### config.mk
export PLATFORM = sky130hd
export DESIGN_NAME = spi_rx_buffer_flat
export DESIGN_NICKNAME = d
export VERILOG_FILES = /design/src/rtl/spi_rx_buffer_pkg.sv /design/src/rtl/spi_rx_buffer_if.sv /design/src/rtl/spi_rx_buffer_fifo.sv /design/src/rtl/spi_rx_buffer.sv /design/src/flat_wrapper.sv
export SDC_FILE = /design/constraint.sdc
export NUM_CORES = 1
export LEC_CHECK = 0
export BUFFER_PORTS_ARGS = -buffer_cell sky130_fd_sc_hd__buf_2
export CORE_MARGIN = 2
export CORE_UTILIZATION = 50
export CTS_BUF_LIST = sky130_fd_sc_hd__clkbuf_8
export DETAILED_ROUTE_END_ITERATION = 10
export PLACE_DENSITY_LB_ADDON = 0.1
export SYNTH_ARGS = -nofsm -noshare
export SYNTH_HDL_FRONTEND = slang
export SYNTH_SLANG_ARGS = --single-unit
export TNS_END_PERCENT = 30
### constraint.sdc
create_clock -name clk -period 4.55 [get_ports clk]
set_clock_uncertainty 0.1 [all_clocks]
set_input_delay 0.2275 -clock clk [delete_from_list [all_inputs] [get_ports clk]]
set_output_delay 0.2275 -clock clk [all_outputs]
set_load 0.02 [all_outputs]
### src/rtl/spi_rx_buffer_pkg.sv
// Shared definitions for the SPI receive path: word width, capture FSM states,
// and a saturating 8-bit increment.
package spi_pkg;

   localparam int SPI_WORD_W = 12;

   typedef enum logic {
      ARMED = 1'b0,
      HOLD  = 1'b1
   } cap_state_e;

   function automatic logic [7:0] sat_inc8(input logic [7:0] v);
      return (v == 8'hFF) ? v : v + 8'd1;
   endfunction

endpackage

### src/rtl/spi_rx_buffer_if.sv
// Consumer-side bundle of the SPI receive buffer.
// The drop_cnt signal exists only when SPI_RX_DROP_CNT_EN is defined.
interface spi_rx_buffer_if import spi_pkg::*; #(parameter int DEPTH = 8);

   localparam int LVL_W = $clog2(DEPTH) + 1;

   logic                  done;
   logic [SPI_WORD_W-1:0] dout;
   logic                  rx_ready;
   logic                  ovf_clr;
   logic [SPI_WORD_W-1:0] rx_data;
   logic                  rx_valid;
   logic [LVL_W-1:0]      level;
   logic                  full;
   logic                  overflow;
`ifdef SPI_RX_DROP_CNT_EN
   logic [7:0]            drop_cnt;

   modport master (output done, dout, rx_ready, ovf_clr,
                   input  rx_data, rx_valid, level, full, overflow, drop_cnt);
   modport slave  (input  done, dout, rx_ready, ovf_clr,
                   output rx_data, rx_valid, level, full, overflow, drop_cnt);
`else
   modport master (output done, dout, rx_ready, ovf_clr,
                   input  rx_data, rx_valid, level, full, overflow);
   modport slave  (input  done, dout, rx_ready, ovf_clr,
                   output rx_data, rx_valid, level, full, overflow);
`endif

endinterface

### src/rtl/spi_rx_buffer_fifo.sv
// First-word-fall-through synchronous FIFO; occupancy is tracked by an explicit
// level counter so full/empty never depend on pointer comparison.
module spi_sync_fifo #(
   parameter int WIDTH = 12,
   parameter int DEPTH = 8
) (
   input  logic                       clk,
   input  logic                       rst,
   input  logic                       wr_en,
   input  logic [WIDTH-1:0]           wr_data,
   input  logic                       rd_en,
   output logic [WIDTH-1:0]           rd_data,
   output logic [$clog2(DEPTH):0]     level,
   output logic                       full,
   output logic                       empty
);

   localparam int PTR_W = $clog2(DEPTH);
   localparam int LVL_W = PTR_W + 1;

   logic [WIDTH-1:0] mem_q [DEPTH];
   logic [PTR_W-1:0] wr_ptr_q, wr_ptr_d;
   logic [PTR_W-1:0] rd_ptr_q, rd_ptr_d;
   logic [LVL_W-1:0] level_q, level_d;
   logic             do_wr;
   logic             do_rd;

   assign empty   = (level_q == '0);
   assign full    = (level_q == LVL_W'(DEPTH));
   assign level   = level_q;
   assign rd_data = empty ? '0 : mem_q[rd_ptr_q];

   // A write into a full FIFO is allowed only when a read frees the slot in the same cycle.
   always_comb begin
      do_rd    = rd_en && !empty;
      do_wr    = wr_en && (!full || do_rd);
      wr_ptr_d = do_wr ? wr_ptr_q + PTR_W'(1) : wr_ptr_q;
      rd_ptr_d = do_rd ? rd_ptr_q + PTR_W'(1) : rd_ptr_q;
      level_d  = level_q;
      case ({do_wr, do_rd})
         2'b10:   level_d = level_q + LVL_W'(1);
         2'b01:   level_d = level_q - LVL_W'(1);
         default: level_d = level_q;
      endcase
   end

   always_ff @(posedge clk or posedge rst) begin
      if (rst) begin
         wr_ptr_q <= '0;
         rd_ptr_q <= '0;
         level_q  <= '0;
      end else begin
         wr_ptr_q <= wr_ptr_d;
         rd_ptr_q <= rd_ptr_d;
         level_q  <= level_d;
      end
   end

   always_ff @(posedge clk) begin
      if (do_wr) begin
         mem_q[wr_ptr_q] <= wr_data;
      end
   end

endmodule

### src/rtl/spi_rx_buffer.sv
// SPI receive buffer: synchronizes the slave's done level, pushes one word per frame
// into a FIFO and flags dropped frames. Optional drop counter: SPI_RX_DROP_CNT_EN.
module spi_rx_buffer import spi_pkg::*; #(
   parameter int DEPTH       = 8,
   parameter int SYNC_STAGES = 2
) (
   input  logic            clk,
   input  logic            rst,
   spi_rx_buffer_if.slave  bus
);

   localparam int LVL_W = $clog2(DEPTH) + 1;

   logic [SYNC_STAGES-1:0] sync_q, sync_d;
   cap_state_e             state_q, state_d;
   logic                   overflow_q, overflow_d;
   logic                   done_s;
   logic                   push;
   logic                   pop;
   logic                   drop;
   logic                   fifo_full;
   logic                   fifo_empty;
   logic [LVL_W-1:0]       fifo_level;

   assign done_s = sync_q[SYNC_STAGES-1];

   // Push fires in the cycle the synchronized level is first seen high, so the word
   // lands in the FIFO on that same edge and rx_valid follows SYNC_STAGES+1 edges after done.
   always_comb begin
      sync_d  = {sync_q[SYNC_STAGES-2:0], bus.done};
      state_d = state_q;
      push    = 1'b0;
      case (state_q)
         ARMED: begin
            if (done_s) begin
               push    = 1'b1;
               state_d = HOLD;
            end
         end
         HOLD: begin
            if (!done_s) begin
               state_d = ARMED;
            end
         end
         default: state_d = ARMED;
      endcase
   end

   always_comb begin
      pop        = !fifo_empty && bus.rx_ready;
      drop       = push && fifo_full && !pop;
      overflow_d = drop ? 1'b1 : (bus.ovf_clr ? 1'b0 : overflow_q);
   end

   always_ff @(posedge clk or posedge rst) begin
      if (rst) begin
         sync_q     <= '0;
         state_q    <= ARMED;
         overflow_q <= 1'b0;
      end else begin
         sync_q     <= sync_d;
         state_q    <= state_d;
         overflow_q <= overflow_d;
      end
   end

`ifdef SPI_RX_DROP_CNT_EN
   logic [7:0] drop_cnt_q, drop_cnt_d;

   // A drop in the same cycle as ovf_clr wins, mirroring the overflow flag.
   always_comb begin
      drop_cnt_d = drop ? sat_inc8(drop_cnt_q) : (bus.ovf_clr ? 8'h00 : drop_cnt_q);
   end

   always_ff @(posedge clk or posedge rst) begin
      if (rst) begin
         drop_cnt_q <= 8'h00;
      end else begin
         drop_cnt_q <= drop_cnt_d;
      end
   end

   assign bus.drop_cnt = drop_cnt_q;
`endif

   spi_sync_fifo #(
      .WIDTH (SPI_WORD_W),
      .DEPTH (DEPTH)
   ) u_fifo (
      .clk     (clk),
      .rst     (rst),
      .wr_en   (push),
      .wr_data (bus.dout),
      .rd_en   (bus.rx_ready),
      .rd_data (bus.rx_data),
      .level   (fifo_level),
      .full    (fifo_full),
      .empty   (fifo_empty)
   );

   assign bus.rx_valid = !fifo_empty;
   assign bus.level    = fifo_level;
   assign bus.full     = fifo_full;
   assign bus.overflow = overflow_q;

endmodule

### src/flat_wrapper.sv
// flat-port wrapper written by rule: the top's interface ports become plain ports
module spi_rx_buffer_flat import spi_pkg::*;
#(
   parameter int DEPTH       = 8,
   parameter int SYNC_STAGES = 2
)
  (clk, rst, bus_done, bus_dout, bus_rx_ready, bus_ovf_clr, bus_rx_data, bus_rx_valid, bus_level, bus_full, bus_overflow);
  spi_rx_buffer_if #(.DEPTH(DEPTH)) bus_i ();
  input  logic clk;
  input  logic rst;
  input wire logic [$bits(bus_i.done)-1:0] bus_done;
  input wire logic [$bits(bus_i.dout)-1:0] bus_dout;
  input wire logic [$bits(bus_i.rx_ready)-1:0] bus_rx_ready;
  input wire logic [$bits(bus_i.ovf_clr)-1:0] bus_ovf_clr;
  output wire logic [$bits(bus_i.rx_data)-1:0] bus_rx_data;
  output wire logic [$bits(bus_i.rx_valid)-1:0] bus_rx_valid;
  output wire logic [$bits(bus_i.level)-1:0] bus_level;
  output wire logic [$bits(bus_i.full)-1:0] bus_full;
  output wire logic [$bits(bus_i.overflow)-1:0] bus_overflow;
  assign bus_i.done = bus_done;
  assign bus_i.dout = bus_dout;
  assign bus_i.rx_ready = bus_rx_ready;
  assign bus_i.ovf_clr = bus_ovf_clr;
  assign bus_rx_data = bus_i.rx_data;
  assign bus_rx_valid = bus_i.rx_valid;
  assign bus_level = bus_i.level;
  assign bus_full = bus_i.full;
  assign bus_overflow = bus_i.overflow;
  spi_rx_buffer #(.DEPTH(DEPTH), .SYNC_STAGES(SYNC_STAGES)) u_core (.clk(clk), .rst(rst), .bus(bus_i));
endmodule
# After elaboration in Yosys (flattened, before gate mapping)
# Memory sizes are Yosys's and may differ from the RTL's.
# Cells that the tools add are included.
dict set report op_classes {
  n_reduce_logical 11
  n_mux 8
  n_eq_ne 3
  add_sub_neg 4
}
# op count
set op_table {}
lappend op_table {{12-bit 2-to-1 mux} 1}
lappend op_table {{4-bit one-hot mux with 2 select lines} 1}
lappend op_table {{3-bit by 1-bit adder with 3-bit output, second input constant} 2}
lappend op_table {{1-bit 2-to-1 mux} 6}
lappend op_table {{4-bit by 1-bit adder with 4-bit output, second input constant} 1}
lappend op_table {{4-bit equality test, second input constant} 1}
lappend op_table {{1-bit logical AND} 4}
lappend op_table {{4-bit logical NOT} 1}
lappend op_table {{2-bit nonzero test} 2}
lappend op_table {{4-bit by 1-bit subtractor with 4-bit output, second input constant} 1}
lappend op_table {{1-bit logical NOT} 3}
lappend op_table {{2-bit by 1-bit equality test with 1-bit output, second input constant} 1}
lappend op_table {{2-bit equality test, second input constant} 1}
lappend op_table {{1-bit logical OR} 1}
dict set report totals {
  n_memories 1
  mem_bits_rw 96
  out_inout_bits 19
  in_bits 17
  ff_bits 14
  wordCells 33
}
# name words width read_ports rd_ports_with_merged_regs write_ports line
set memory_table {}
lappend memory_table {u_core.u_fifo.mem_q 8 12 1 0 1 spi_rx_buffer_fifo.sv:21} ;# logic [WIDTH-1:0] mem_q [DEPTH];

# Longest topological paths before layout
# Gate-level depths: netlist of run 1.
dict set report logic_depth {
  word_depth 7
  ltp_mapped 11
}

# Modules after synthesis
# Synthesis of run 1 repeated with hierarchy kept, for this count alone.
dict set report hier_totals {
  cells_unflattened 216
  area_unflattened_um2 4405.5
}
# module seq_area_each_um2 cells_per_inst instances area_per_inst_um2
set by_module_without_submodules {}
lappend by_module_without_submodules {spi_sync_fifo 3133.0 206 1 4264.1}
lappend by_module_without_submodules {spi_rx_buffer 100.1 10 1 141.4}

# Worst setup path before layout of run 1
# OpenSTA, ideal clock, no wires.
dict set report synth_timing {
  kind {register -> register}
  startpoint {register u_core.u_fifo.level_q[1], in the netlist u_core.u_fifo.level[1]}
  endpoint {register u_core.u_fifo.level_q[3], in the netlist u_core.u_fifo.level[3]}
  t_required_ns 4.360
  period_less_slack_ns 2.914
  setup_time_ns 0.090
  n_path_buf 3
  t_arrival_ns 2.724
  setup_slack_ns 1.636
  stages_incl_launch_ff 11
  cell_sequence {dfrtp_1 > buf_6 > or4_4 > buf_6 > nand2_1 > inv_1 > ha_1 > clkbuf_1 > or4b_2 > a21o_1 > o221ai_1}
}
dict set report synth_between {
  elab_chain_len 7
  elab_cells_between_ends 13
}
# item line
set synth_rtl {}
lappend synth_rtl {{start: declaration} spi_rx_buffer_fifo.sv:24} ;# logic [LVL_W-1:0] level_q, level_d;
lappend synth_rtl {{start signal: assignment} spi_rx_buffer_fifo.sv:55} ;# level_q <= level_d;
lappend synth_rtl {{4-bit logical NOT *} spi_rx_buffer_fifo.sv:28} ;# assign empty = (level_q == '0);
lappend synth_rtl {{1-bit logical NOT *} n/a}
lappend synth_rtl {{named net bus_rx_valid} flat_wrapper.sv:16} ;# output wire logic [$bits(bus_i.rx_valid)-1:0] bus_rx_valid;
lappend synth_rtl {{1-bit logical AND *} spi_rx_buffer_fifo.sv:35} ;# do_rd = rd_en && !empty;
lappend synth_rtl {{named net u_core.pop} spi_rx_buffer.sv:19} ;# logic pop;
lappend synth_rtl {{1-bit logical OR} spi_rx_buffer_fifo.sv:36} ;# do_wr = wr_en && (!full || do_rd);
lappend synth_rtl {{1-bit logical AND} spi_rx_buffer_fifo.sv:36}
lappend synth_rtl {{2-bit by 1-bit equality test with 1-bit output / 2-bit equality test (equally long branches)} spi_rx_buffer_fifo.sv:40} ;# case ({do_wr, do_rd})
lappend synth_rtl {{4-bit one-hot mux with 2 select lines / 2-bit nonzero test (equally long branches)} n/a}
# Mark *: on every way through the listed nets, which the timed path passes. The rest lies on a longest branch.
# A chain may end at the register's enable or synchronous reset.

# Worst setup path in the final report of run 1
dict set report layout_timing {
  startpoint {register u_core.u_fifo.level_q[0], in the netlist u_core.u_fifo.level[0]}
  endpoint {register u_core.u_fifo.level_q[3], in the netlist u_core.u_fifo.level[3]}
}
dict set report layout_between {
  elab_chain_len 7
  elab_cells_between_ends 13
}
# item line
set layout_rtl {}
lappend layout_rtl {{4-bit logical NOT} spi_rx_buffer_fifo.sv:28}
lappend layout_rtl {{1-bit logical NOT} spi_rx_buffer_fifo.sv:35}
lappend layout_rtl {{1-bit logical AND} spi_rx_buffer_fifo.sv:35}
lappend layout_rtl {{1-bit logical OR} spi_rx_buffer_fifo.sv:36}
lappend layout_rtl {{1-bit logical AND} spi_rx_buffer_fifo.sv:36}
lappend layout_rtl {{2-bit by 1-bit equality test with 1-bit output / 2-bit equality test (equally long branches)} spi_rx_buffer_fifo.sv:40}
lappend layout_rtl {{4-bit one-hot mux with 2 select lines / 2-bit nonzero test (equally long branches)} n/a}
# Several ways; a longest one is shown, not always the timed one.

==> run metrics, run 1 <==
status=complete, no violations; nature of the critical path endpoint=flop; initial core utilization=50.94%; register-to-register setup slack=between 1500 and 2000 ps; Root Driver=clkbuf_8; CP Class=reg2reg; Final Hold Viols=0; WL/cell=~20 um; post-DR vias/cell=5.659; count leader, synth=edfxtp_1; DRT Pass-1 Iters=4; post-cts resize count=0; Post-synth EDFFs=96; highest clock rate=about 340 MHz; CP Cell Sequence=or4b_4, o21ai_2, ha_1, or3b_2, a2111oi_0, o221ai_1; Overall Global Routing Usage=16.75%; latest clock arrival within the worst-skew pair=around 350 ps; DIE AREA=9565 sq um; antenna violations before repair=0; area growth from synthesis to layout=11.95%; clock buffer depth=2; area of the multi-input gates=between 1000 and 1500 sq um; Post-Route Setup TNS=0 ps; DRT antenna net count=0; Core Box Area=between 8000 and 9000 sq um; Slew Viols, Final=0; crit path max fanout=8; Setup crit end=u_core.u_fifo.level[3]; TritonCTS Buffers=9; Worst Hold Class=in2reg; CP max stage delay=just over 600 ps; switching power=0.0009667 W; Buf+Inv Stages, Crit Path=0; Yosys cell types=39; minimum clock period=about 3000 ps; syn nets=between 200 and 250; worst path arrival time=around 3100 ps; post-layout instance count excluding filler cells=between 300 and 400; ranking of synthesized cells by area=edfxtp_1 66%, mux4_2 12%, dfrtp_1 8.0%, a22o_1 2.2%, ha_1 1.4%; port buffer count=35; Vias=roughly 2.1k; DP Wirelength=approximately 4800 um; post-synthesis average cell area=around 20 sq um; Final setup viols=0; Nets=roughly 280; switching portion of total power=about a third; First DRT Iteration DRCs=roughly 140; Syn Inst Count=roughly 220; CP Launch Type=flop; Filler cells=681; H-tree Lvls=3; Combinational Power Share=a little over a third; Worst Reg-to-Reg Cells=6; leakage=between 1.5 and 2 nW; Synth Flop Type=edfxtp_1; placed cells=about 360; Worst path top cell family by delay=simple AND/OR/NAND/NOR gates; chip width=just under 100 um; IO Pins=36; Tcrit/Tclk final=approximately 65%; WP depth=6; Flop pwr share=46.8%; YS warnings=0; synth cell count leaders=96 x edfxtp_1, 24 x mux4_2, 14 x dfrtp_1; GRT overflow=0; required time worst endpoint=4670 ps; biggest area consumer among synthesized cells=edfxtp_1; number of global-route vias before repair=about 2.2k; synthesized flop and latch total=110; r2r endpoint=u_core.u_fifo.level[3]; post-route DRC violation count=0; post-synthesis sequential area ratio=between 70% and 80%; Slowest-stage cell, CP=or4b_4; global-route wire length before repair=approximately 12000 um; CTS tree=yes; Worst Hold Margin=between 30 and 40 ps; Post-Syn Area=~4400 sq um; largest net degree at the start of global routing=19; Site Rows=34; share of synthesized flip-flops with an asynchronous set or reset=12.73%; Vert. Die Dim=97.80 um; Slew @ Worst Pin=~950 ps; crit path launch=u_core.u_fifo.level[0]; RSZ-0062 raised after global routing=false; r2r startpoint=u_core.u_fifo.level[0]; Worst VDD drop=0.2259 mV; Power Dens Cells=just under 600 nW/um^2; wirelength, routed=7547 um; routability congestion estimate=about 0.77; register area=about 3200 sq um; Max Cap Viol=0; Inserted Diodes=0; slew margin rel.=around 36%; Pint=between 0.0015 and 0.002 W; post-synth top area share=around two thirds; layout cells sized above 1=37.08%; clock share of power=approximately 18%; Clock transition at path regs=about 100 ps; clk sinks=110; WHS Path Cells=1
through the flow:
step	setup WS (ps)	utilization [%]	power (W)	area [sq um]
after CTS	1576	57.03	0.002896	4925
after floorplan	1636	-	0.002125	4399
after global routing	1382	57.03	0.003007	4925
final	1596	57.03	0.002857	4925
after detailed placement	1596	54.87	0.002395	4738
after global placement	1719	54.87	0.002389	4738
area by class of cell:
cell class                      instances  share of cell area [%]
Sequential cell                       110                   65.65
Multi-Input combinational cell         88                   22.28
Tap cell                              108                   2.744
Inverter                                6                  0.4573
Clock buffer                            9                   2.515
Timing Repair Buffer                   47                   5.488
Clock inverter                          7                  0.8638
power groups by stage:
| stage | clock [W] | sequential [W] | combinational, W |
|---|---|---|---|
| final | 0.000505 | 0.00134 | 0.00101 |
| after global routing | 0.000554 | 0.00136 | 0.00110 |
| after CTS | 0.000519 | 0.00134 | 0.00104 |
| after detailed placement | 0 | 0.00136 | 0.00104 |
| after global placement | 0 | 0.00135 | 0.00103 |
| after floorplan | 0 | 0.00131 | 0.000812 |
worst min path at each step:
stage	endpoint	slack, ps	start
final	u_core.u_fifo.mem_q[2][10]	30	bus_dout[10]
after global routing	u_core.u_fifo.mem_q[1][10]	30	bus_dout[10]
after CTS	u_core.u_fifo.mem_q[1][10]	20	bus_dout[10]
after detailed placement	u_core.state_q	220	rst
after global placement	u_core.sync_q[0]	200	rst
after floorplan	u_core.bus.overflow	20	rst
logic make-up (layout without fill, tap and decap cells):
group                      Yosys count  count (layout)  synth area share, %
and+or+nand+nor                     26              26                3.925
muxes                               28              28                13.28
AOI/OAI and AO/OA                   22              22                4.181
DFF                                110             110                73.49
buffers and inverters               18              69                2.303
xor gates and xnor gates             7               7                1.394
adders and majority gates            5               5                1.422
placed cells by master, fill, tap and decap left out, drive strengths merged, types with 4 or more instances in the layout:
cell type	Yosys	final
ha	5	5
mux4	24	24
dfrtp	14	14
edfxtp	96	96
inv	6	9
xnor2	6	6
buf	8	45
nor3	4	4
a22o	13	13
clkbuf	4	9
nor2	4	4
registers in the layout, summed over array words and instances, names as in the netlist:
name / flops
u_core.state_q: 1
u_core.u_fifo.wr_ptr_q: 3
u_core.u_fifo.rd_ptr_q: 3
u_core.bus.overflow: 1
u_core.u_fifo.mem_q: 96
u_core.u_fifo.level: 4
u_core.sync_q: 2
routing by layer:
metal	global-route usage [%]	part of all wire (%)	vias up
met1	22.21	46	1101
met3	3.006	3.0	10
li1	-	-	974
met2	28.22	50	37
met5	0	0	-
met4	6.090	1.4	0
repair_timing:
item	in CTS	in global routing
hold buffers	2	0
setup buffers	0	0
endpoints found under the hold margin	15	0
Note: power is estimated with default switching activity, not from simulation.
==> run 2: changes to the inputs <==
Clock period 4.55 ns to 2.4 ns, I/O delays scaled along.
==> run metrics, run 2 (synthesized netlist as in run 1, its figures left out) <==
status=finished with violations; failing checks=negative setup slack; CTS tree=yes; Placement Setup Slack=-66.94 ps; crit path launch=u_core.u_fifo.level[1]; leakage=around 1.9 nW; most frequent cells in the layout=96 x edfxtp_1, 35 x buf_2, 25 x buf_4, 24 x mux4_2, 15 x dlygate4sd3_1; DP Wirelength=between 5000 and 6000 um; register-to-register setup slack=-30 ps; Slowest-stage cell, CP=or4b_4; minimum clock period=roughly 2400 ps; Worst Reg-to-Reg Cells=6; Inserted Diodes=0; crit path max fanout=3; TritonCTS Buffers=9; wirelength, routed=8224 um; post-DR vias/cell=5.564; Setup crit end=u_core.u_fifo.level[3]; largest net degree at the start of global routing=20; clk sinks=110; CP max stage delay=560 ps; Site Rows=34; RSZ-0062 raised after global routing=true; hold path start=bus_rx_ready; First DRT Iteration DRCs=about 110; CP Cell Sequence=or4b_4, o21ai_4, ha_4, or3b_4, a2111oi_4, o221ai_1; r2r startpoint=u_core.u_fifo.level[1]; Buf+Inv Stages, Crit Path=0; Nets=317; r2r endpoint=u_core.u_fifo.level[3]; DIE AREA=~9600 sq um; Final setup viols=1; commonest non-fill, non-tap cell in the layout=edfxtp_1; Core Box Area=roughly 8600 sq um; Worst Hold Margin=a little over 30 ps; Root Driver=clkbuf_8; Slew @ Worst Pin=between 500 and 600 ps; highest clock rate=410.7 MHz; Worst Hold Class=in2reg; latest clock arrival within the worst-skew pair=roughly 360 ps; Worst path top cell family by delay=simple AND/OR/NAND/NOR gates; Final Hold Viols=0; post-route DRC violation count=0; most flop-heavy register=u_core.u_fifo.mem_q; Vias=about 2.3k; worst path arrival time=between 2000 and 3000 ps; clock buffer depth=2; Post-Route Setup TNS=-34.77 ps; initial core utilization=between 50% and 60%; Largest register FFs=96; Worst VDD drop=around 0.62 mV; H-tree Lvls=3; Tcrit/Tclk final=101.4%; layout cells sized above 1=a little over two fifths; CP Class=reg2reg; CP Launch Type=flop; Vert. Die Dim=~98 um; Power Dens Cells=between 1000 and 1500 nW/um^2; Slew Viols, Final=0; Max Cap Viol=0; Clock transition at path regs=about 100 ps; IO Pins=36; chip width=slightly below 100 um; nature of the critical path endpoint=flop; number of global-route vias before repair=around 2.4k; Overall Global Routing Usage=18.21%; final worst slack=-34.77 ps; slew margin rel.=62.35%; WL/cell=slightly above 20 um; Filler cells=approximately 630; routability congestion estimate=between 0.7 and 0.8; global-route wire length before repair=around 13000 um; DRT Pass-1 Iters=4; area growth from synthesis to layout=20.93%; port buffer count=35; WP depth=6; DRT antenna net count=0; GRT overflow=0; required time worst endpoint=around 2500 ps; antenna violations before repair=0
-- run 2: how the worst min path moves through the flow --
stage / to / cells after the start
after global routing: u_core.u_fifo.rd_ptr_q[2] / 3
after floorplan: u_core.bus.overflow / 1
after CTS: u_core.u_fifo.rd_ptr_q[2] / 3
after global placement: u_core.u_fifo.level[2] / 2
after detailed placement: u_core.u_fifo.level[2] / 2
final: u_core.u_fifo.rd_ptr_q[2] / 3
-- run 2: repair_timing --
item,CTS,global route
cloned,0,2
gates resized for setup,1,4
pin swaps,3,0
buffers inserted,2,0
hold buffers,15,0
endpoints found under the setup margin,1,10
endpoints found under the hold margin,112,0
-- run 2: metrics by stage --
stage	utilization, %	instances	area [sq um]	power, W
final	61.61	408	5320	0.005776
after global routing	61.61	408	5320	0.006107
after CTS	61.21	406	5286	0.005792
after detailed placement	57.22	373	4941	0.004795
after global placement	57.22	373	4941	0.004760
after floorplan	-	216	4467	0.004080
-- run 2: tightest hold or removal path, delay by kind of cell --
family | cells | cell delay, ps
XOR/XNOR | 1 | 60
buffers and inverters | 1 | 160
AND/OR/NAND/NOR | 1 | 110
-- run 2: final cells by class --
type | instances | area [sq um] | area share, %
tap | 108 | 135.1 | 2.540
inverter | 6 | 25.02 | 0.4704
clock inverter | 7 | 43.79 | 0.8231
sequential | 110 | 3236 | 60.82
clock buffer | 9 | 123.9 | 2.328
multi-input combinational | 90 | 1192 | 22.41
timing repair buffer | 78 | 564.3 | 10.61
-- run 2: layer usage --
metal,part of all wire (%),vias up,track usage (%)
met5,0,-,0
met4,2.0,0,6.838
met3,6.0,14,3.865
met2,47,64,28.22
met1,45,1155,25.99
li1,-,1037,-
-- run 2: where the power goes --
group	leakage [nW]	switching, W	total, W	internal [W]
Combinational	0.765	0.00120	0.00235	0.00115
Sequential	1.03	0.000163	0.00246	0.00230
Clock	0.0838	0.000589	0.000959	0.000370
Total	1.88	0.00195	0.00578	0.00382
